--- src/rtl/mem_port_arbiter.sv ---
// Two-port arbiter sharing one unified instruction/data memory between the
// multicycle CPU (port C) and the loader/debug port (port L), with bounded loader bursts.
module mem_port_arbiter #(
    parameter int AW        = 32,
    parameter int DW        = 32,
    parameter int MAX_BURST = 8,
    parameter int CW        = 16
) (
    input  logic          clk,
    input  logic          rst,
    input  logic          c_req,
    input  logic          c_we,
    input  logic [AW-1:0] c_addr,
    input  logic [DW-1:0] c_wdata,
    output logic          c_gnt,
    output logic          c_stall,
    output logic [DW-1:0] c_rdata,
    input  logic          l_req,
    input  logic          l_we,
    input  logic          l_lock,
    input  logic [AW-1:0] l_addr,
    input  logic [DW-1:0] l_wdata,
    output logic          l_gnt,
    output logic [DW-1:0] l_rdata,
    output logic [AW-1:0] mem_addr,
    output logic [DW-1:0] mem_wdata,
    output logic          mem_we,
    input  logic [DW-1:0] mem_rdata,
    output logic [1:0]    owner,
    output logic [CW-1:0] c_wait_cnt
);

    localparam int BW = $clog2(MAX_BURST + 1);

    typedef enum logic [1:0] {
        OWN_NONE = 2'b00,
        OWN_CPU  = 2'b01,
        OWN_LDR  = 2'b10
    } owner_t;

    owner_t        owner_q;
    logic          last_l;      // 1: loader won the most recent grant
    logic          last_valid;  // a grant has happened since reset
    logic [BW-1:0] bcnt;
    logic          contested;
    logic          burst_go;

    assign contested = c_req & l_req;
    // A burst can only continue from a real loader grant, so the first tie
    // after reset goes to the CPU even though last_l resets to 1.
    assign burst_go  = l_lock & last_l & last_valid & (bcnt < BW'(MAX_BURST));

    // NOTE: every combinational output gets a default first so no latch is inferred.
    always_comb begin
        c_gnt = 1'b0;
        l_gnt = 1'b0;
        if (!rst) begin
            if (contested) begin
                if (burst_go)    l_gnt = 1'b1;
                else if (last_l) c_gnt = 1'b1;
                else             l_gnt = 1'b1;
            end else begin
                c_gnt = c_req;
                l_gnt = l_req;
            end
        end
    end

    always_comb begin
        mem_addr  = '0;
        mem_wdata = '0;
        mem_we    = 1'b0;
        if (c_gnt) begin
            mem_addr  = c_addr;
            mem_wdata = c_wdata;
            mem_we    = c_we;
        end else if (l_gnt) begin
            mem_addr  = l_addr;
            mem_wdata = l_wdata;
            mem_we    = l_we;
        end
    end

    assign c_stall = c_req & ~c_gnt;
    assign c_rdata = mem_rdata;
    assign l_rdata = mem_rdata;
    assign owner   = owner_q;

    // NOTE: synchronous reset inside the clocked block; all state uses non-blocking assignments.
    always_ff @(posedge clk) begin
        if (rst) begin
            last_l     <= 1'b1;
            last_valid <= 1'b0;
            bcnt       <= '0;
            owner_q    <= OWN_NONE;
            c_wait_cnt <= '0;
        end else begin
            if (c_gnt) begin
                last_l     <= 1'b0;
                last_valid <= 1'b1;
                owner_q    <= OWN_CPU;
            end else if (l_gnt) begin
                last_l     <= 1'b1;
                last_valid <= 1'b1;
                owner_q    <= OWN_LDR;
            end

            // Idle cycles, CPU grants and unlocked cycles all end a burst.
            if (c_gnt || !l_gnt || !l_lock)
                bcnt <= '0;
            else if (contested)
                bcnt <= bcnt + 1'b1;

            if (c_stall && (c_wait_cnt != '1))
                c_wait_cnt <= c_wait_cnt + 1'b1;
        end
    end

endmodule
--- config.mk ---
export PLATFORM = sky130hd
export DESIGN_NAME = mem_port_arbiter
export DESIGN_NICKNAME = d
export VERILOG_FILES = /design/src/rtl/mem_port_arbiter.sv
export SDC_FILE = /design/constraint.sdc
export NUM_CORES = 1
export LEC_CHECK = 0
export ABC_AREA = 1
export CELL_PAD_IN_SITES_DETAIL_PLACEMENT = 1
export CELL_PAD_IN_SITES_GLOBAL_PLACEMENT = 2
export CORE_UTILIZATION = 12
export CTS_CLUSTER_SIZE = 20
export DETAILED_ROUTE_END_ITERATION = 10
export PLACE_DENSITY_LB_ADDON = 0.3
export SLEW_MARGIN = 20
export SYNTH_ARGS = -nofsm -noshare
export SYNTH_HDL_FRONTEND = slang
export SYNTH_SLANG_ARGS = --single-unit
--- constraint.sdc ---
create_clock -name clk -period 6.55 [get_ports clk]
set_input_delay 1.965 -clock clk [delete_from_list [all_inputs] [get_ports clk]]
set_output_delay 1.965 -clock clk [all_outputs]
set_load 0.01 [all_outputs]
==> summary.txt <==
Outcome
  – Outcome: completed

Power
  – Clock power frac: 0.265
  – Switch share: 0.287
  – Gate power share: 0.466
  – Maximum VDD drop: 0.0000888 V
  – P_sw: 0.000163 W
  – Seq pwr share: 0.269
  – Pint: 0.000406 W
  – Cell Pwr Density: 124 nW/um^2
  – Leak Pwr: 1.66 nW

Routing
  – Vias per std cell: 3.88
  – Detailed Route Iter0 Violations: 70
  – Routed WL: 13900 um
  – Drt pass-1 iters: 4
  – DRC viols: 0
  – Avg WL per Cell: 18.2 um
  – Antenna Nets Post-Route: 0
  – Vias: 2972

Synthesis
  – Adder-Cell Fraction of Synth Area: 0.00994
  – Yosys cell types: 24
  – Synth Area in XOR/XNOR: 0.0348
  – Compound-cell area share of the yosys netlist: 0.269
  – Largest family of logic cells by synthesized area: buffers and inverters
  – Yosys Warn Count: 0
  – Post-Syn Area: 2520 um^2
  – Proportion of synthesized area in mux cells: 0
  – Post-Synthesis Cells: 351
  – Seq cells post-synth: 24
  – Post-synthesis sequential area ratio: 0.191
  – Net Count, Synth: 520
  – Syn avg cell area: 7.17 um^2
  – Synth Area in Simple Gates: 0.213

CTS
  – Number of H-tree levels: 1
  – Hold_buf cts: 0
  – Worst-Skew Late Latency: 260 ps
  – CTS resizes: 0
  – CTS tree: built
  – Root Buffer: clkbuf_16
  – CTS clk-pin slew, worst paths: 60 ps
  – CTS Sinks: 24
  – CTS Buffer Depth: 2
  – Post-CTS setup buffer count: 0
  – CTS buffer count: 3

STA
  – # setup viols final: 0
  – Final Hold Vio Count: 0
  – Worst-margin pin slew: 427 ps
  – Period utilization: 0.936
  – RSZ-0062 raised after global routing: false
  – TNS Setup: 0 ps
  – Slew Limit Fails: 0
  – Post-route minimum period: 6130 ps
  – Max Fclk: 163 MHz
  – Clock Skew: 4.49 ps
  – Rel. slew slack: 0.714

Worst setup path
  – Crit end category: output port
  – Crit start category: input port
  – FF-to-FF Start: c_wait_cnt[0]
  – Worst Path Required: 4590 ps
  – Critical path capture point: mem_wdata[29]
  – FF-to-FF setup slack: 4740 ps
  – Crit Path Category: in2out
  – Critical path origin: c_req
  – Critical path arrival: 4170 ps
  – Crit Reg-Reg Endpoint: c_wait_cnt[0]
  – Worst-path fanout max: 32
  – R2R depth: 9

Die
  – Num rows: 52
  – Starting Density: 0.123
  – Die area: 21600 um^2
  – # IOs: 317
  – Core box area: 20400 um^2
  – Die height: 147 um
  – Chip Width: 147 um

GRT
  – Tot GR Track Use: 0.125
  – Vias in the first global route: 3171
  – Largest net degree at the start of global routing: 45
  – First-pass GRT wire length: 20700 um
  – Antenna violations before repair: 0
  – GR Overflow Total: 0

Run
  – # Max-Cap Violations: 0

Finish
  – Most common cell after layout, fill and taps aside: clkdlybuf4s50_1
  – Fin nets: 666
  – Cell area after layout: 4590 um^2
  – Area delta synth->final: 82.2%
  – Diode count: 0
  – Layout cell share with drive strength beyond 1: 0.0423
  – Commonest non-fill, non-tap cells in the layout: clkdlybuf4s50_1, nand2_1, a22o_1

Hold path
  – Hold Crit Class: reg2reg

Place
  – Count of input and output buffers: 220
  – Placed instance area: 4500 um^2
  – DPL Wire Length: 11300 um
  – RD Place Congestion: 0.762
-- critical path, stage by stage --
cell	delay, ps
clkdlybuf4s50_1	590
nand2_2	80
inv_2	50
nand2_2	50
nand2_2	80
nand2_4	90
inv_2	90
buf_4	330
a22o_1	220
clkdlybuf4s50_1	590
-- metrics by stage --
step	instances	total power (W)	util	hold WS, ps	setup WS [ps]
after floorplan	351	0.000286	-	458	1590
after CTS	766	0.000581	0.224	503	401
after detailed placement	762	0.000424	0.220	494	414
after global placement	762	0.000424	0.220	474	470
final	766	0.000570	0.224	497	419
after global routing	766	0.000601	0.224	528	258
-- layout make-up --
| class | instances | area, um^2 |
|---|---|---|
| fill | 2410 | 15800 |
| timing repair buffer | 226 | 2270 |
| multi-input combinational | 221 | 1330 |
| sequential | 24 | 480 |
| tap | 270 | 338 |
| clock buffer | 4 | 88.8 |
| inverter | 21 | 78.8 |
-- power groups by stage --
stage                     registers [W]  clock network [W]  logic, W
after floorplan                0.000156                  0  0.000129
after global placement         0.000156                  0  0.000268
after detailed placement       0.000157                  0  0.000268
after CTS                      0.000153           0.000157  0.000271
after global routing           0.000154           0.000165  0.000282
final                          0.000153           0.000151  0.000265
-- metal layers --
layer | global-route usage | part of all wire
met5 | 0 | 0
met4 | 0.0146 | 0.0040
met3 | 0.0311 | 0.075
met2 | 0.219 | 0.49
met1 | 0.157 | 0.43
-- cell usage after synthesis --
library cell,count,share of area
nand2_1,67,0.10
nor2_1,25,0.037
o21ai_0,3,0.0060
nand3_1,12,0.024
nand2_2,4,0.0099
buf_4,68,0.20
buf_2,10,0.020
inv_2,3,0.0045
nor2_4,1,0.0045
o21bai_1,1,0.0030
nor3_1,1,0.0020
and3_1,1,0.0025
ha_1,2,0.0099
a22o_1,65,0.23
nand4_1,10,0.025
nand2_4,1,0.0045
xnor2_1,3,0.010
clkbuf_1,1,0.0015
nand3_2,1,0.0040
buf_6,6,0.027
inv_1,18,0.027
a21oi_1,17,0.034
xor2_1,7,0.024
dfxtp_1,24,0.19
-- registers in the layout (all words and copies together), names as in the netlist --
signal,flops
bcnt,4
last_l,1
c_wait_cnt,16
owner,2
last_valid,1
-- logic make-up after synthesis --
logic type      count (synthesis)
fa+ha+maj                       2
xor+xnor                       10
simple gates                  123
buf+inv                       106
flops                          24
compound gates                 86
-- worst min-delay path by stage --
stage             from      end  depth (start not counted)
5_1_grt        bcnt[1]  bcnt[1]                          2
6_report       bcnt[1]  bcnt[1]                          2
2_1_floorplan  bcnt[1]  bcnt[1]                          2
3_5_place_dp   bcnt[1]  bcnt[1]                          2
4_1_cts        bcnt[1]  bcnt[1]                          2
3_3_place_gp   bcnt[1]  bcnt[1]                          2
No activity file was read; power rests on OpenSTA's default activity.
